--- src/rtl/decode_stage.sv ---
// decode_stage: registered instruction decoder with a per-register pending
// scoreboard, RAW/WAW hazard hold, valid/ready handshakes on both sides and
// a saturating hazard-stall counter.
module decode_stage #(
    parameter int WORD_SIZE  = 32,
    parameter int REGNO_BITS = 4,
    parameter int FUNC_BITS  = 4,
    parameter int IMM_BITS   = 16,
    parameter int CNT_BITS   = 16
) (
    input  logic                  clk,
    input  logic                  reset,
    input  logic                  in_valid,
    output logic                  in_ready,
    input  logic [WORD_SIZE-1:0]  in_instr,
    output logic                  out_valid,
    input  logic                  out_ready,
    output logic [FUNC_BITS:0]    out_alu_func,
    output logic                  out_alu_in2_mux,
    output logic [REGNO_BITS-1:0] out_regno1,
    output logic [REGNO_BITS-1:0] out_regno2,
    output logic                  out_regfile_wrtEn,
    output logic [REGNO_BITS-1:0] out_regfile_wrtRegno,
    output logic [WORD_SIZE-1:0]  out_imm,
    output logic                  out_illegal,
    input  logic                  wb_valid,
    input  logic [REGNO_BITS-1:0] wb_regno,
    output logic [CNT_BITS-1:0]   stall_count
);

    localparam int NREGS    = 2 ** REGNO_BITS;
    localparam int OP_LSB   = WORD_SIZE - 4;
    localparam int FUNC_LSB = OP_LSB - FUNC_BITS;
    localparam int RD_LSB   = FUNC_LSB - REGNO_BITS;
    localparam int RS1_LSB  = RD_LSB - REGNO_BITS;
    localparam int RS2_LSB  = RS1_LSB - REGNO_BITS;

    typedef enum logic [3:0] {
        OP_ALU_R = 4'b0000,
        OP_ALU_I = 4'b1000
    } opcode_e;

    // Raw instruction fields
    logic [3:0]            op;
    logic [FUNC_BITS-1:0]  func;
    logic [REGNO_BITS-1:0] rd, rs1, rs2;
    logic [IMM_BITS-1:0]   imm_field;

    assign op        = in_instr[WORD_SIZE-1:OP_LSB];
    assign func      = in_instr[FUNC_LSB +: FUNC_BITS];
    assign rd        = in_instr[RD_LSB +: REGNO_BITS];
    assign rs1       = in_instr[RS1_LSB +: REGNO_BITS];
    assign rs2       = in_instr[RS2_LSB +: REGNO_BITS];
    assign imm_field = in_instr[IMM_BITS-1:0];

    // Decoded control set for the instruction currently offered
    logic                  is_alu_r, is_alu_i, legal;
    logic                  dec_mux, dec_wrt_en;
    logic [REGNO_BITS-1:0] dec_regno2;
    logic [WORD_SIZE-1:0]  dec_imm;

    // Scoreboard and handshake state
    logic [NREGS-1:0]    pending;
    logic [NREGS-1:0]    clear_vec, set_vec, eff_pending;
    logic                hazard, accept;

    // Opcode decode into the downstream control set
    always_comb begin
        // NOTE: every always_comb output gets a default first so no path can infer a latch.
        is_alu_r   = 1'b0;
        is_alu_i   = 1'b0;
        dec_mux    = 1'b0;
        dec_regno2 = rs2;
        dec_imm    = '0;
        case (op)
            OP_ALU_R: is_alu_r = 1'b1;
            OP_ALU_I: begin
                is_alu_i   = 1'b1;
                dec_mux    = 1'b1;
                dec_regno2 = '0;
                dec_imm    = {{(WORD_SIZE-IMM_BITS){imm_field[IMM_BITS-1]}}, imm_field};
            end
            default: ;
        endcase
        legal      = is_alu_r | is_alu_i;
        dec_wrt_en = legal;
    end

    // Hazard detection against pending writes; a same-cycle writeback satisfies it
    always_comb begin
        clear_vec   = wb_valid ? (NREGS'(1) << wb_regno) : '0;
        eff_pending = pending & ~clear_vec;
        hazard      = in_valid & legal &
                      (eff_pending[rs1] | (is_alu_r & eff_pending[rs2]) | eff_pending[rd]);
        in_ready    = ~hazard & (~out_valid | out_ready);
        accept      = in_valid & in_ready;
        set_vec     = (accept & dec_wrt_en) ? (NREGS'(1) << rd) : '0;
    end

    // Output register: load on accept, drop valid when consumed, hold otherwise
    always_ff @(posedge clk or posedge reset) begin
        if (reset) begin
            out_valid            <= 1'b0;
            out_alu_func         <= '0;
            out_alu_in2_mux      <= 1'b0;
            out_regno1           <= '0;
            out_regno2           <= '0;
            out_regfile_wrtEn    <= 1'b0;
            out_regfile_wrtRegno <= '0;
            out_imm              <= '0;
            out_illegal          <= 1'b0;
        end else if (accept) begin
            // NOTE: state uses non-blocking assignments so every flop samples pre-edge values.
            out_valid            <= 1'b1;
            out_alu_func         <= {1'b0, func};
            out_alu_in2_mux      <= dec_mux;
            out_regno1           <= rs1;
            out_regno2           <= dec_regno2;
            out_regfile_wrtEn    <= dec_wrt_en;
            out_regfile_wrtRegno <= rd;
            out_imm              <= dec_imm;
            out_illegal          <= ~legal;
        end else if (out_ready) begin
            out_valid <= 1'b0;
        end
    end

    // Scoreboard update; a set on the same register wins over a writeback clear
    always_ff @(posedge clk or posedge reset) begin
        if (reset) pending <= '0;
        else       pending <= eff_pending | set_vec;
    end

    // Saturating count of cycles held by a register hazard
    always_ff @(posedge clk or posedge reset) begin
        if (reset)                             stall_count <= '0;
        else if (hazard && (stall_count != '1)) stall_count <= stall_count + CNT_BITS'(1);
    end

endmodule

--- config.mk ---
export PLATFORM = sky130hd
export DESIGN_NAME = decode_stage
export DESIGN_NICKNAME = d
export VERILOG_FILES = /design/src/rtl/decode_stage.sv
export SDC_FILE = /design/constraint.sdc
export NUM_CORES = 1
export LEC_CHECK = 0
export BUFFER_PORTS_ARGS = -buffer_cell sky130_fd_sc_hd__buf_2
export CORE_ASPECT_RATIO = 1.75
export CORE_MARGIN = 5
export CORE_UTILIZATION = 51
export DETAILED_ROUTE_END_ITERATION = 8
export GPL_TIMING_DRIVEN = 0
export PLACE_DENSITY = 0.8
export SLEW_MARGIN = 20
export SYNTH_ARGS = -nofsm -noshare
export SYNTH_HDL_FRONTEND = slang
export SYNTH_SLANG_ARGS = --single-unit
--- constraint.sdc ---
create_clock -name clk -period 2.9 [get_ports clk]
set_input_delay 0.145 -clock clk [delete_from_list [all_inputs] [get_ports clk]]
set_output_delay 0.145 -clock clk [all_outputs]
set_load 0.02 [all_outputs]
==> results of run 1 <==
==> state kept, by name, indices dropped and copies added, names as in the netlist <==
signal and cells:
out_imm 16, out_regno1 4, out_alu_func 4, out_illegal 1, out_regno2 4, stall_count 16, out_alu_in2_mux 1, out_regfile_wrtEn 1
out_valid 1, out_regfile_wrtRegno 4, pending 16
==> final cells by class <==
cell class / count / area (sq um) / area share [%]
repair buffers: 108 / 565.5 / 12.48
plain buffers: 35 / 216.5 / 4.778
inverters: 14 / 55.05 / 1.215
flip-flops and latches: 68 / 1702 / 37.56
multi-input cells: 219 / 1598 / 35.27
clock inverters: 5 / 36.28 / 0.8009
clock buffers: 11 / 252.7 / 5.579
well taps: 84 / 105.1 / 2.320
==> per-layer routing <==
layer | part of all wire [%] | track usage, % | vias to the layer above
met2 | 56 | 42.48 | 154
met5 | 0 | 0 | -
met3 | 6.2 | 5.700 | 43
li1 | - | - | 1473
met1 | 35 | 25.40 | 1615
met4 | 3.7 | 11.66 | 0
==> power by group through the flow <==
stage | Combinational, mW | Clock, mW | Sequential, mW
2_1_floorplan | 0.243 | 0 | 1.18
3_3_place_gp | 0.497 | 0 | 1.10
3_5_place_dp | 0.514 | 0 | 1.10
4_1_cts | 0.519 | 1.05 | 1.09
5_1_grt | 0.568 | 1.09 | 1.10
6_report | 0.529 | 1.04 | 1.09
==> path summary, 6_finish.rpt <==
kind	start	end	slack, ps	depth (start not counted)
setup / recovery	wb_regno[0]	out_alu_func[3]	60	12
hold / removal	in_instr[11]	out_imm[11]	30	2
setup reg to reg	pending[4]	out_alu_func[3]	150	10
hold reg to reg	out_alu_in2_mux	out_alu_in2_mux	480	1
max in group asynchronous	reset	pending[11]	1980	4
min in group asynchronous	reset	out_regfile_wrtRegno[2]	380	3
==> synth_stat cells, types with 4 or more instances <==
cell	instances
inv_1	14
o2111ai_1	6
nand2_1	19
o21ai_0	26
o211ai_1	18
o2bb2ai_1	5
o21ai_1	4
clkbuf_1	10
xor2_1	6
buf_4	17
a22o_1	17
dfrtp_1	68
xnor2_1	9
buf_2	5
nor3_1	6
nor2_1	13
mux2_4	9
nand4_1	9
nor4_1	5
mux2_2	4
nand3_1	13
==> cells by family after synthesis <==
group | after synthesis | share of synthesized area (%)
xor+xnor | 15 | 3.737
flops | 68 | 48.40
buf+inv | 49 | 7.651
other cells | 1 | 0.1067
mux | 15 | 6.050
fa+ha+maj | 1 | 0.3558
simple gates | 86 | 13.06
compound gates | 101 | 20.64
==> through the flow <==
stage	instance area [sq um]	hold slack, ps	util, %
finish	4531	29.23	66.56
global route	4531	35.45	66.56
CTS	4468	25.22	65.64
detailed placement	4164	174.8	61.18
global placement	4141	365.7	60.85
floorplan	3516	277.5	-
==> what timing repair did <==
| item | CTS | global route |
|---|---|---|
| setup buffers | 0 | 2 |
| hold buffers | 1 | 0 |
| endpoints found under the setup margin | 1 | 29 |
| resized for setup | 2 | 15 |
| endpoints found under the hold margin | 30 | 0 |
==> summary.md, run 1 <==
| Metric | Value |
|---|---|
| Normalized max-slew margin | 61.12% |
| Worst Skew | 8.477 ps |
| Core region area | 6807 sq um |
| Synth Register Bits | 68 |
| Slowest-stage cell, CP | or3b_4 |
| Share of post-route cells with drive strength above 1 | 38.48% |
| Clk_lat worst skew | 330 ps |
| Int Pwr | 1.858 mW |
| # setup viols final | 0 |
| Static Leak | 2.247 nW |
| WP data required | 3120 ps |
| Via count | 3285 |
| Clock Path Buffers | 2 |
| Die width | 72.77 um |
| PD cells | 587.2 nW/um^2 |
| P&R area growth vs syn | 28.86% |
| Final period util | 98.02% |
| Post-Layout Cell Count | 544 |
| Clk pwr share | 39.1% |
| Data arrival, critical path | 3060 ps |
| Drt drc | 0 |
| Peak supply drop | 578.5 uV |
| Actual slew at the worst max-slew pin | 580.6 ps |
| Top delay family on crit path | compound AO/OA/AOI/OAI gates |
| Tmin final | 2842 ps |
| Max_cap viols | 0 |
| Post-synth EDFFs | 0 |
| Final WL | 10190 um |
| Root Driver | clkbuf_16 |
| Synth top area cells | dfrtp_1 (48%), a22o_1 (4.2%), mux2_4 (3.8%) |
| Syn Std Cell Area | 3516 sq um |
| Mapped Cells | 336 |
| FILL cells | 574 |
| Most used DFF post-synth | dfrtp_1 |
| Startpoint Class | input pin |
| ANT cells | 0 |
| Post-synth ARST share | 100.0% |
| Pre-antenna DRT Iters | 5 |
| Buffers plus inverters on the worst setup path | 4 |
| Overall power | 2.661 mW |
| Die ar. | 8720 sq um |
| Vias in the first global route | 3317 |
| Status | complete, no violations |
| Fmax | 351.8 MHz |
| Tot GR Track Use | 23.83% |
| Rows | 40 |
| Worst-path clk slew | 60 ps |
| Sequential share of the synthesized area | 48.40% |
| Final ANT Viol Nets | 0 |
| Distinct cells, synth | 55 |
| Port bufs | 104 |
| Combinational Power Share | 19.9% |
| Net Sw Power | 803.0 uW |
| CTS tree | built |
| H-Tree Depth | 3 |
| Initial antenna violation count | 0 |
| Placer Congestion | 0.8851 |
| Syn Area/Cell | 10.46 sq um |
| Max-slew violations | 0 |
| Post-route worst setup slack | 57.50 ps |
| GRT overflow | 0 |
| Initial drt markers | 195 |
| Commonest non-fill, non-tap cells in the layout | buf_2 (109), dfrtp_1 (68), o21ai_0 (20) |
| DP Wirelength | 7684 um |
| Final #Nets | 497 |
| Die Y | 119.8 um |
| Hold Vio Cnt, Final | 0 |
| Via density | 6.039 |
| Dpl cells | 525 |
| Most common cell after layout, fill and taps aside | buf_2 |
| Warnings, synthesis | 0 |
| Critical setup path kind | input pin to flop |
| Initial Utilization | 51.65% |
| Clock sink total | 68 |
| Crit. End Element | flop |
| Place WS | -311.6 ps |
| Area leader, netlist | dfrtp_1 |
| Pin count of the biggest net entering global routing | 39 |
| CTS Buf Count | 9 |
| Routed len/inst | 18.72 um |
| Sw frac | 30.18% |
| Largest stage delay on the critical path | 450 ps |
| First-pass GRT wire length | 16150 um |
| Reg power frac | 41.0% |
| Top-level I/O count | 111 |
| Final setup TNS | 0 ps |
| Syn_nets | 378 |
| Yosys top cell area share | 48.40% |
| Crit path cell chain | buf_2, or3b_4, o21ai_1, nand2_1, a32oi_1, o211ai_1, or3_1, buf_2, a21o_1, buf_6, buf_6, mux2_4 |
| Hold crit path type | input pin to flop |
| Crit path max fanout | 10 |
Power figures use the tool's default switching activity.
==> inputs of run 2 (changes only) <==
--- a/config.mk
+++ b/config.mk
@@ -6,7 +6,7 @@
 export NUM_CORES = 1
 export LEC_CHECK = 0
 export BUFFER_PORTS_ARGS = -buffer_cell sky130_fd_sc_hd__buf_2
-export CORE_ASPECT_RATIO = 1.75
+export CORE_ASPECT_RATIO = 1.4
 export CORE_MARGIN = 5
 export CORE_UTILIZATION = 51
 export DETAILED_ROUTE_END_ITERATION = 8
==> run 2 against run 1 <==
Worst setup slack lost 17 ps. Utilization grew 1.6 points. First-iteration DRC count grew 43%. Sequential share of layout area is 0.062 points lower. Clock skew rose by 0.78 ps. Die area fell by 0.48%. Combinational power grew 3%. Wire length decreased by 0.73%. Critical path type unchanged. Critical endpoint is now out_regfile_wrtRegno[2]. Largest power group unchanged. Highest routed layer unchanged.
==> summary.md, run 2 (synthesis results as in run 1) <==
| Metric | Value |
|---|---|
| Initial drt markers | 278 (was 195) |
| WHS | 9.265 ps (was 29.23 ps) |
| CTS Buf Count | 9 (unchanged) |
| Initial antenna violation count | 0 (unchanged) |
| Fmax | 349.7 MHz (was 351.8 MHz) |
| Die ar. | 8678 sq um (was 8720 sq um) |
| WP data required | 3130 ps (was 3120 ps) |
| Via count | 3264 (was 3285) |
| Worst Skew | 9.255 ps (was 8.477 ps) |
| Met3 usage | 5.667% (was 5.700%) |
| Final setup TNS | 0 ps (unchanged) |
| Worst-path clk slew | 80 ps (was 60 ps) |
| Largest stage delay on the critical path | 470 ps (was 450 ps) |
| Core region area | 6656 sq um (was 6807 sq um) |
| Commonest non-fill, non-tap cells in the layout | buf_2 (109), dfrtp_1 (68), o21ai_0 (21) (was buf_2 (109), dfrtp_1 (68), o21ai_0 (20)) |
| Share of post-route cells with drive strength above 1 | 37.63% (was 38.48%) |
| Max-slew violations | 0 (unchanged) |
| Final core occ | 68.18% (was 66.56%) |
| Rows | 35 (was 40) |
| P&R area growth vs syn | 29.07% (was 28.86%) |
| Final ANT Viol Nets | 0 (unchanged) |
| # setup viols final | 0 (unchanged) |
| Crit path max fanout | 10 (unchanged) |
| Root Driver | clkbuf_8 (was clkbuf_16) |
| Post-route worst setup slack | 40.29 ps (was 57.50 ps) |
| Critical setup path kind | input pin to flop (unchanged) |
| Static Leak | 2.245 nW (was 2.247 nW) |
| Hold Vio Cnt, Final | 0 (unchanged) |
| Startpoint Class | input pin (unchanged) |
| Clock Path Buffers | 2 (unchanged) |
| Setup slack, reg-to-reg | 100 ps (was 150 ps) |
| Actual slew at the worst max-slew pin | 667.5 ps (was 580.6 ps) |
| Top-level I/O count | 111 (unchanged) |
| Status | complete, no violations (unchanged) |
| Die width | 80.17 um (was 72.77 um) |
| Most common cell after layout, fill and taps aside | buf_2 (unchanged) |
| Crit. End Element | flop (unchanged) |
| Overall power | 2.448 mW (was 2.661 mW) |
| Global-route track usage on met2 | 38.63% (was 42.48%) |
| First-pass GRT wire length | 15610 um (was 16150 um) |
| Die Y | 108.2 um (was 119.8 um) |
| Final WL | 10110 um (was 10190 um) |
| Max_cap viols | 0 (unchanged) |
| Met1 usage in global routing | 27.80% (was 25.40%) |
| ANT cells | 0 (unchanged) |
| Data arrival, critical path | 3090 ps (was 3060 ps) |
| DP Wirelength | 7414 um (was 7684 um) |
| Initial Utilization | 52.82% (was 51.65%) |
| Tot GR Track Use | 23.51% (was 23.83%) |
| Final #Nets | 502 (was 497) |
| Tmin final | 2860 ps (was 2842 ps) |
| Via density | 5.860 (was 6.039) |
| Clk_lat worst skew | 350 ps (was 330 ps) |
| Port bufs | 104 (unchanged) |
| Top Registers | out_imm x16, pending x16, stall_count x16 (unchanged) |
| Normalized max-slew margin | 55.20% (was 61.12%) |
| Vias in the first global route | 3195 (was 3317) |
| CTS tree | built (unchanged) |
| Placer Congestion | 0.9771 (was 0.8851) |
| Place WS | -382.0 ps (was -311.6 ps) |
| Pre-antenna DRT Iters | 7 (was 5) |
| Drt drc | 0 (unchanged) |
| Slowest-stage cell, CP | o21ai_1 (was or3b_4) |
| PD cells | 539.4 nW/um^2 (was 587.2 nW/um^2) |
| GRT overflow | 0 (unchanged) |
| Final period util | 98.61% (was 98.02%) |
| Peak supply drop | 555.8 uV (was 578.5 uV) |
| Clock sink total | 68 (unchanged) |
| Routed len/inst | 18.15 um (was 18.72 um) |
| H-Tree Depth | 3 (unchanged) |
| Hold crit path type | input pin to flop (unchanged) |
| Crit path cell chain | buf_2, nand3_1, o21ai_1, a41oi_1, o2111ai_1, o211ai_1, buf_4, or3_1, buf_2, a21o_1, buf_6, buf_6, mux2_4 (was buf_2, or3b_4, o21ai_1, nand2_1, a32oi_1, o211ai_1, or3_1, buf_2, a21o_1, buf_6, buf_6, mux2_4) |
| GRT Max-Usage Layer | met2 (unchanged) |
| Pin count of the biggest net entering global routing | 50 (was 39) |
[run 2: area by class of cell]
type,instances,area [sq um]
buffer,34,212.7
clock buffer,10,137.6
clock inverter,6,71.32
fill,547,2118
inverter,14,55.05
multi-input combinational,219,1614
sequential,68,1702
tap,92,115.1
timing repair buffer,114,630.6
[run 2: path summary, 6_finish.rpt]
check                           startpoint                      end  cells after the start
setup / recovery                  wb_valid  out_regfile_wrtRegno[2]                     13
setup reg to reg                pending[7]  out_regfile_wrtRegno[2]                     11
max in group asynchronous            reset              pending[14]                      4
hold reg to reg            out_alu_in2_mux          out_alu_in2_mux                      1
hold / removal                 in_instr[1]               out_imm[1]                      2
min in group asynchronous            reset               out_imm[5]                      3
[run 2: routing by layer]
layer	wire, um	share of wire [%]
met2	5189	51
met1	3822	38
met4	484	4.8
met5	0	0
met3	615	6.1
[run 2: repair_timing]
item / 4_1_cts / 5_1_grt
setup buffers: 0 / 3
cloned: 0 / 0
endpoints found under the setup margin: 10 / 35
hold buffers: 6 / 0
pin swaps: 0 / 1
hold endpoints to repair: 24 / 0
resized for setup: 2 / 14
[run 2: stage by stage]
stage | instance area, sq um | instances
after global routing | 4538 | 557
after global placement | 4151 | 532
final | 4538 | 557
after floorplan | 3516 | 336
after CTS | 4456 | 555
after detailed placement | 4182 | 533
[run 2: report_power, final]
part | switching [mW] | internal (mW) | total (mW)
clock | 0.392 | 0.428 | 0.819
combinational | 0.331 | 0.212 | 0.544
sequential | 0.0571 | 1.03 | 1.08
[run 2: worst max-delay path: cells and delay by family]
kind	cells	cell delay (ps)
buffers and inverters	5	780
muxes	1	300
and+or+nand+nor	2	660
AOI/OAI and AO/OA	5	1190
